<file path="src/rtl/branch_target_lut.sv">
// Branch-target lookup table: writable absolute/PC-relative entries, registered lookup, clear sweep.
// Optional macro LUT_BYPASS_EN forwards a same-cycle write to a lookup of the same index.
module branch_target_lut #(
    parameter int ADDR_W = 16,
    parameter int IDX_W  = 5
) (
    input  logic              clk,
    input  logic              reset_n,
    input  logic              lookup_en,
    input  logic [IDX_W-1:0]  lookup_idx,
    input  logic [ADDR_W-1:0] pc,
    input  logic              wr_en,
    input  logic [IDX_W-1:0]  wr_idx,
    input  logic [ADDR_W-1:0] wr_data,
    input  logic              wr_rel,
    input  logic              clear,
    output logic [ADDR_W-1:0] target,
    output logic              target_valid,
    output logic              miss,
    output logic              busy
);

    localparam int DEPTH = 2 ** IDX_W;

    typedef enum logic [0:0] {
        ST_IDLE  = 1'b0,
        ST_CLEAR = 1'b1
    } state_t;

    state_t             state_r;
    logic [IDX_W-1:0]   sweep_cnt_r;
    logic               busy_r;
    logic [DEPTH-1:0]   valid_r;
    logic [ADDR_W-1:0]  data_r [DEPTH];
    logic               rel_r  [DEPTH];

    logic [ADDR_W-1:0]  target_r;
    logic               target_valid_r;
    logic               miss_r;

    logic               wr_accept_s;
    logic               entry_valid_s;
    logic [ADDR_W-1:0]  entry_data_s;
    logic               entry_rel_s;
    logic [ADDR_W-1:0]  next_target_s;
    logic               next_miss_s;

    // Relative targets wrap modulo 2**ADDR_W; negative offsets fall out of two's complement.
    function automatic logic [ADDR_W-1:0] rel_target(
        input logic [ADDR_W-1:0] base,
        input logic [ADDR_W-1:0] offset
    );
        return base + offset;
    endfunction

    // Writes are only honoured while idle; during a sweep they are dropped.
    always_comb begin
        wr_accept_s = wr_en && (state_r == ST_IDLE);
    end

    // Clear sequencer: one entry per cycle, leaves after the last index.
    always_ff @(posedge clk or negedge reset_n) begin
        if (!reset_n) begin
            state_r     <= ST_IDLE;
            sweep_cnt_r <= {IDX_W{1'b0}};
            busy_r      <= 1'b0;
        end else begin
            case (state_r)
                ST_IDLE: begin
                    if (clear) begin
                        state_r     <= ST_CLEAR;
                        sweep_cnt_r <= {IDX_W{1'b0}};
                        busy_r      <= 1'b1;
                    end else begin
                        state_r     <= ST_IDLE;
                        sweep_cnt_r <= sweep_cnt_r;
                        busy_r      <= 1'b0;
                    end
                end
                ST_CLEAR: begin
                    sweep_cnt_r <= sweep_cnt_r + IDX_W'(1);
                    if (sweep_cnt_r == IDX_W'(DEPTH - 1)) begin
                        state_r <= ST_IDLE;
                        busy_r  <= 1'b0;
                    end else begin
                        state_r <= ST_CLEAR;
                        busy_r  <= 1'b1;
                    end
                end
                default: begin
                    state_r     <= ST_IDLE;
                    sweep_cnt_r <= {IDX_W{1'b0}};
                    busy_r      <= 1'b0;
                end
            endcase
        end
    end

    // Valid bits: the only reset part of the table storage.
    always_ff @(posedge clk or negedge reset_n) begin
        if (!reset_n) begin
            valid_r <= {DEPTH{1'b0}};
        end else if (state_r == ST_CLEAR) begin
            valid_r[sweep_cnt_r] <= 1'b0;
        end else if (wr_accept_s) begin
            valid_r[wr_idx] <= 1'b1;
        end else begin
            valid_r <= valid_r;
        end
    end

    // Entry payload behaves like plain memory and is never reset.
    always_ff @(posedge clk) begin
        if (wr_accept_s) begin
            data_r[wr_idx] <= wr_data;
            rel_r[wr_idx]  <= wr_rel;
        end
    end

    // Select the entry seen by this cycle's lookup.
    always_comb begin
        entry_valid_s = valid_r[lookup_idx];
        entry_data_s  = data_r[lookup_idx];
        entry_rel_s   = rel_r[lookup_idx];
`ifdef LUT_BYPASS_EN
        if (wr_accept_s && (wr_idx == lookup_idx)) begin
            entry_valid_s = 1'b1;
            entry_data_s  = wr_data;
            entry_rel_s   = wr_rel;
        end else begin
            entry_valid_s = valid_r[lookup_idx];
            entry_data_s  = data_r[lookup_idx];
            entry_rel_s   = rel_r[lookup_idx];
        end
`else
        if (state_r == ST_CLEAR) begin
            entry_valid_s = 1'b0;
        end else begin
            entry_valid_s = valid_r[lookup_idx];
        end
`endif
    end

    // Resolve the lookup result; a sweep forces a miss regardless of entry state.
    always_comb begin
        next_target_s = {ADDR_W{1'b0}};
        next_miss_s   = 1'b1;
        if (state_r == ST_CLEAR) begin
            next_target_s = {ADDR_W{1'b0}};
            next_miss_s   = 1'b1;
        end else if (!entry_valid_s) begin
            next_target_s = {ADDR_W{1'b0}};
            next_miss_s   = 1'b1;
        end else if (entry_rel_s) begin
            next_target_s = rel_target(pc, entry_data_s);
            next_miss_s   = 1'b0;
        end else begin
            next_target_s = entry_data_s;
            next_miss_s   = 1'b0;
        end
    end

    // Output registers: target/miss hold when no lookup is requested.
    always_ff @(posedge clk or negedge reset_n) begin
        if (!reset_n) begin
            target_r       <= {ADDR_W{1'b0}};
            target_valid_r <= 1'b0;
            miss_r         <= 1'b0;
        end else begin
            target_valid_r <= lookup_en;
            if (lookup_en) begin
                target_r <= next_target_s;
                miss_r   <= next_miss_s;
            end else begin
                target_r <= target_r;
                miss_r   <= miss_r;
            end
        end
    end

    assign target       = target_r;
    assign target_valid = target_valid_r;
    assign miss         = miss_r;
    assign busy         = busy_r;

endmodule

</file>
<file path="config.mk">
export PLATFORM = sky130hd
export DESIGN_NAME = branch_target_lut
export DESIGN_NICKNAME = d
export VERILOG_FILES = /design/src/rtl/branch_target_lut.sv
export SDC_FILE = /design/constraint.sdc
export NUM_CORES = 1
export LEC_CHECK = 0
export ABC_AREA = 1
export BUFFER_PORTS_ARGS = -buffer_cell sky130_fd_sc_hd__buf_4
export CORE_MARGIN = 3
export CORE_UTILIZATION = 30
export DETAILED_ROUTE_END_ITERATION = 8
export PLACE_DENSITY = 0.53
export SYNTH_ARGS = -nofsm -noshare
export SYNTH_HDL_FRONTEND = slang
export SYNTH_SLANG_ARGS = --single-unit
</file>
<file path="constraint.sdc">
create_clock -name clk -period 3.65 [get_ports clk]
set_input_delay 0.1825 -clock clk [delete_from_list [all_inputs] [get_ports clk]]
set_output_delay 0.1825 -clock clk [all_outputs]
set_load 0.02 [all_outputs]
</file>
==> results.json, run 1 <==
{
  "status": "complete, no violations",
  "clock.fmax_mhz": 349.0,
  "rsz0062_at_grt": "no",
  "post-route-period-util_pct": 78.51,
  "ys_types": 37,
  "wl_per_cell_um": 20.24,
  "antenna_found_initial": 1,
  "drv_cap": 0,
  "die_area_mm2": 0.08929,
  "fin_util_pct": 35.47,
  "cp.required_ps": 4140,
  "syn_nets": 2438,
  "die_w_um": 298.8,
  "grt_max_degree": 96,
  "yosysWarnings": 0,
  "gp_congestion": 0.8422,
  "diodes": 0,
  "wirelength_um": 73600,
  "clk_pin_slew_ps": 60,
  "period_minus_slack_ps": 2866,
  "worstHoldPathType": "input pin to register",
  "crit_path_end": "target[14]",
  "drtIter0Drc": 1585,
  "grt-ovfl-total": 0,
  "grt_pass1_wl_um": 111000,
  "synth_top_cell_area_share_pct": 63.51,
  "place_hpwl_um": 43660,
  "r2r_cells": 20,
  "drive_gt1_share_pct": 11.11,
  "port_buffers": 66,
  "num-nets-final": 2525,
  "dp_slack_ps": 249.1,
  "regToRegSetupSlack_ps": 780,
  "reg2reg_to": "target[14]",
  "async_reset_ff_share_pct": 9.333,
  "setup.worst_path.start": "data_r[1][0]",
  "final_antenna_net_count": 0,
  "groute.usage.overall_pct": 16.32,
  "end_kind": "register",
  "synth_top_area_cell": "edfxtp_1",
  "cp_max_fo": 4,
  "vdd_drop_max_v": 0.0003195,
  "layout_setup_ws_ps": 784.3,
  "cts_tree": "done",
  "synthFlopType": "edfxtp_1",
  "rr_startpoint": "data_r[1][0]",
  "area_growth_pct": 16.32,
  "setup-violations-final": 0,
  "post_cts_buffers": 0,
  "powerDensity_mw_per_mm2": 537.9,
  "setup_tns_ps": 0,
  "yosysMostFrequentCell": "nand2_1",
  "initial_core_util_pct": 30.50,
  "cts_buffer_depth": 3,
  "die_y_um": 298.8,
  "insertion_delay_ps": 610,
  "relSlewSlack_pct": 47.24,
  "postPlaceCellArea_mm2": 0.02777,
  "synth_edf_count": 544,
  "fillers": 8419,
  "htreeDepth": 3,
  "drt-pass1-iter-count": 5,
  "ys_seq_elements": 600,
  "drcViolationCount": 0,
  "final_cell_area_mm2": 0.02992,
  "synth_common_cells": "nand2_1, edfxtp_1, nand3_1",
  "post_cts_resized": 0,
  "cts_buffers": 66,
  "synth_seq_area_share_pct": 68.95,
  "synth_area_per_cell_um2": 10.86,
  "syn_inst": 2369,
  "rows": 106,
  "grt_pass1_vias": 17620,
  "via_per_inst": 4.883,
  "root_buffer": "clkbuf_16",
  "fin_skew_ps": 23.65,
  "detailroute.via_count": 17760,
  "crit_arrival_ps": 3350,
  "netlist_area_mm2": 0.02572,
  "tightest_slew_ps": 790.6,
  "critPathLaunchType": "register",
  "p_leak_uw": 0.01135,
  "report.final.slew_viol_count": 0,
  "pin_count": 67,
  "critPathKind": "register to register",
  "yosys-top-cells-area": "edfxtp_1, nand2_1, nand3_1",
  "core_mm2": 0.08435,
  "clock-sinks": 600,
  "finalHoldViolations": 0,
  "ctsHoldBuffers": 5
}
## state kept, by name, indices dropped and copies added (netlist names)
| signal | flops |
|---|---|
| busy | 1 |
| data_r | 512 |
| miss | 1 |
| rel_r | 32 |
| sweep_cnt_r | 5 |
| target | 16 |
| target_valid | 1 |
| valid_r | 32 |
## power breakdown
group | internal [uW] | switching, uW
combinational | 534 | 1220
sequential | 7690 | 138
clock | 3830 | 2680
## worst min path at each step
stage	start	end	slack [ps]	cells after the start
2_1_floorplan	reset_n	busy	-110	0
3_3_place_gp	reset_n	target[14]	280	1
3_5_place_dp	reset_n	target[11]	290	1
4_1_cts	wr_data[15]	data_r[1][15]	7	1
5_1_grt	wr_data[10]	data_r[21][10]	10	1
6_report	wr_data[10]	data_r[21][10]	30	1
## worst max-delay path, stage by stage, from the launching register on
cell and delay, ps:
edfxtp_1 350, nand2_1 70, nand3_1 70, nand3_1 110, nand2_1 110, nand2_1 90, nand3_1 180, nand2_1 170
inv_1 60, ha_1 210, fa_1 450, nand3_1 120, nand2_1 120, nand2_1 90, nand2_1 90, nand3_1 110
nand2_1 70, nand2_1 70, nand3_1 70, nand3_1 100, nand2_1 50
## routing by layer
metal | track usage [%] | share of wire, % | vias to the layer above
met1 | 21.60 | 44 | 8726
met3 | 2.753 | 5.4 | 146
met4 | 6.780 | 4.2 | 0
met5 | 0 | 0 | -
li1 | - | - | 8333
met2 | 26.57 | 47 | 551
## cells by family (layout without fill, tap and decap cells)
kind of cell               Yosys count  count (layout)  synth area share [%]
AOI/OAI and AO/OA                   99              99                 2.014
xor gates and xnor gates             9               9                0.3065
adders and majority gates           21              21                 1.051
buffers and inverters              215             348                 4.363
DFF                                600             600                 68.95
and+or+nand+nor                   1425            1425                 23.31
## per-stage QoR
step           instances  total power, uW  hold slack (ps)
6_report            3636            16090            25.22
2_1_floorplan       2369             9015           -113.1
3_5_place_dp        3517             9712            285.2
5_1_grt             3636            16740            14.15
4_1_cts             3636            16230            7.210
3_3_place_gp        3517             9685            275.1
## layout by cell type (no fill, tap or decap), types with 2 or more instances in the layout
master / netlist / routed
a21oi_1: 36 / 36
buf_12: 0 / 20
buf_4: 24 / 124
bufinv_16: 0 / 5
clkbuf_1: 17 / 13
clkbuf_16: 0 / 68
clkbuf_8: 0 / 3
clkinv_1: 2 / 10
clkinv_2: 0 / 11
clkinv_8: 0 / 3
dfrtp_1: 56 / 56
dlygate4sd3_1: 0 / 5
edfxtp_1: 544 / 544
ha_1: 20 / 20
inv_1: 80 / 79
inv_6: 0 / 2
nand2_1: 849 / 849
nand2_2: 2 / 2
nand3_1: 484 / 484
nand4_1: 2 / 2
nor2_1: 71 / 39
nor2_2: 1 / 33
nor3_1: 12 / 12
o211ai_1: 3 / 3
o21ai_0: 50 / 50
o21ai_1: 4 / 4
xnor2_1: 8 / 8
## cell type report
type	count	area, um^2	share of cell area [%]
Timing Repair Buffer	150	1396	4.667
Tap cell	1134	1419	4.742
Multi-Input combinational cell	1554	6944	23.21
Clock inverter	30	309.0	1.033
Sequential cell	600	17740	59.28
Clock buffer	84	1792	5.988
Inverter	84	325.3	1.087
No activity file was read; power rests on OpenSTA's default activity.
==> run 2: changes to the inputs <==
- ABC_AREA: 1 -> 0
- PLACE_DENSITY: 0.53 -> 0.55
- clock period: 3.65 -> 2.6 ns (I/O delays scaled with it)
==> run 2 against run 1 <==
Compared with the run above: the flow now finishes with violations (negative setup slack); via count decreased by 31%; register-to-register slack got worse by 1600 ps; critical path depth decreased by 10; sequential share of layout area increased by 0.49 points; fmax decreased by 15%.
==> results.json, run 2 <==
{
  "port_buffers": 66,
  "place_hpwl_um": 36870,
  "grt_pass1_wl_um": 88840,
  "synth_top_cell_area_share_pct": 67.43,
  "yosys-top-cells-area": "edfxtp_1, mux4_2, dfrtp_1",
  "pin_count": 67,
  "vdd_drop_max_v": 0.0005701,
  "multi_input_area_mm2": 0.006485,
  "largest_reg_flops": 512,
  "fin_skew_ps": 17.27,
  "status": "finished with violations",
  "period_minus_slack_ps": 3389,
  "syn_inst": 1143,
  "drcViolationCount": 0,
  "area_growth_pct": 22.49,
  "report.final.slew_viol_count": 0,
  "postPlaceCellArea_mm2": 0.02723,
  "cts_buffers": 61,
  "grt_pass1_vias": 13100,
  "tightest_slew_ps": 802.1,
  "crit_arrival_ps": 3900,
  "ys_seq_elements": 600,
  "fin_util_pct": 37.32,
  "root_buffer": "clkbuf_16",
  "critPathLaunchType": "register",
  "rsz0062_at_grt": "yes",
  "wirelength_um": 60230,
  "synth_area_per_cell_um2": 21.20,
  "worstHoldPathType": "input pin to register",
  "setup-violations-final": 15,
  "critPathKind": "register to register",
  "cts_buffer_depth": 3,
  "groute.usage.overall_pct": 14.22,
  "drv_cap": 0,
  "antenna_found_initial": 4,
  "cp.required_ps": 3110,
  "gp_congestion": 0.8383,
  "regToRegSetupSlack_ps": -790,
  "setup_tns_ps": -8817,
  "yosysWarnings": 0,
  "ys_types": 58,
  "clk_pin_slew_ps": 60,
  "synth_edf_count": 544,
  "die_area_mm2": 0.08420,
  "layout_commonest_cell": "edfxtp_1",
  "final_cell_area_mm2": 0.02968,
  "p_leak_uw": 0.009876,
  "finalHoldViolations": 0,
  "seqCellArea_mm2": 0.01774,
  "drtIter0Drc": 979,
  "synthFlopType": "edfxtp_1",
  "initial_core_util_pct": 30.47,
  "wl_per_cell_um": 24.29,
  "synth_seq_area_share_pct": 73.21,
  "clock.fmax_mhz": 295.0,
  "grt_max_degree": 57,
  "reg_top3": "data_r x512, rel_r x32, valid_r x32",
  "insertion_delay_ps": 620,
  "cp_max_fo": 4,
  "fillers": 7215,
  "grt-ovfl-total": 0,
  "drive_gt1_share_pct": 37.54,
  "relSlewSlack_pct": 46.52,
  "cts_tree": "done",
  "final_antenna_net_count": 0,
  "end_kind": "register",
  "num-nets-final": 1446,
  "synth_top_area_cell": "edfxtp_1",
  "drt-pass1-iter-count": 7,
  "clock-sinks": 600,
  "rows": 103,
  "yosysMostFrequentCell": "edfxtp_1",
  "holdWs_ps": 47.89,
  "die_y_um": 290.2,
  "core_mm2": 0.07952,
  "die_w_um": 290.2,
  "post-route-period-util_pct": 130.4,
  "final_cell_mix": "edfxtp_1, buf_4, mux4_2, clkbuf_16, dfrtp_1",
  "synth_common_cells": "edfxtp_1, mux4_2, dfrtp_1",
  "via_per_inst": 4.975,
  "detailroute.via_count": 12330,
  "failed_checks": "negative setup slack",
  "htreeDepth": 2,
  "async_reset_ff_share_pct": 9.333,
  "netlist_area_mm2": 0.02423,
  "regMostFlops": "data_r",
  "syn_nets": 1212,
  "layout_setup_ws_ps": -789.3,
  "powerDensity_mw_per_mm2": 749.5
}
==> run 2: cell count changes in the layout (fill, tap and decap cells not counted), moves of 19 or more <==
cell	before	now
mux4_2	0	163
inv_1	79	13
nand3_1	484	7
buf_4	124	177
a21oi_1	36	9
nand2_1	849	26
dlygate4sd3_1	5	24
nor2_1	39	13
==> run 2: layout make-up <==
cell class,count,area share (%)
sequential,600,59.77
multi-input combinational,473,21.85
timing repair buffer,228,7.003
clock buffer,73,5.439
tap,1050,4.427
clock inverter,41,1.337
inverter,13,0.1644
antenna,1,0.008432
==> run 2: stage by stage <==
stage               cells  power [uW]  setup slack, ps
global route         2478       23080           -922.0
CTS                  2477       22420           -809.4
floorplan            1143       12580           -893.1
global placement     2339       13500            -1144
detailed placement   2339       13560            -1147
finish               2479       22240           -789.3
==> run 2: repair_timing <==
item	4_1_cts	5_1_grt
hold endpoints to repair	614	0
gates resized for setup	25	11
setup endpoints to repair	15	15
pin swaps	17	14
hold buffers	24	0
buffers inserted	1	2
==> run 2: cells by family (layout without fill, tap and decap cells) <==
kind of cell	after synthesis	after routing	share of synthesized area [%]
flip-flops	600	600	73.21
adder cells (fa/ha/maj)	21	21	1.116
XOR/XNOR	12	12	0.4338
AND/OR/NAND/NOR	111	111	2.179
multiplexers	208	208	18.08
other	0	1	0
buffers and inverters	70	355	1.513
AO/OA/AOI/OAI	121	121	3.465
==> run 2: path summary, 6_finish.rpt <==
path / startpoint / end / depth (start not counted)
worst max-delay path: data_r[2][4] / target[15] / 10
worst min-delay path: wr_idx[3] / valid_r[5] / 3
worst max register to register: data_r[2][4] / target[15] / 10
worst min register to register: valid_r[16] / valid_r[16] / 1
max in group asynchronous: reset_n / target[11] / 2
min in group asynchronous: reset_n / target_valid / 2
==> run 2: power breakdown <==
part,leakage (uW),internal [uW],switching (uW),total [uW]
Clock,0.000974,5190,3570,8750
Combinational,0.00328,1190,1320,2510
Sequential,0.00562,10800,194,11000
Total,0.00988,17200,5080,22200
==> run 2: critical path, cell delays in order, from the launching register on <==
cell and delay [ps]:
edfxtp_1 380, mux4_2 480, mux4_2 550, mux2_4 330, ha_4 280, o211ai_1 90, o211ai_1 260, a21boi_2 150
a221o_1 360, a31o_1 180, a32o_1 210
==> run 2: routing by layer <==
layer  global-route usage [%]  routed length [um]
met1                    18.95               25710
met4                    3.725                1171
met5                        0                  27
met2                    24.41               30520
met3                    2.124                2800
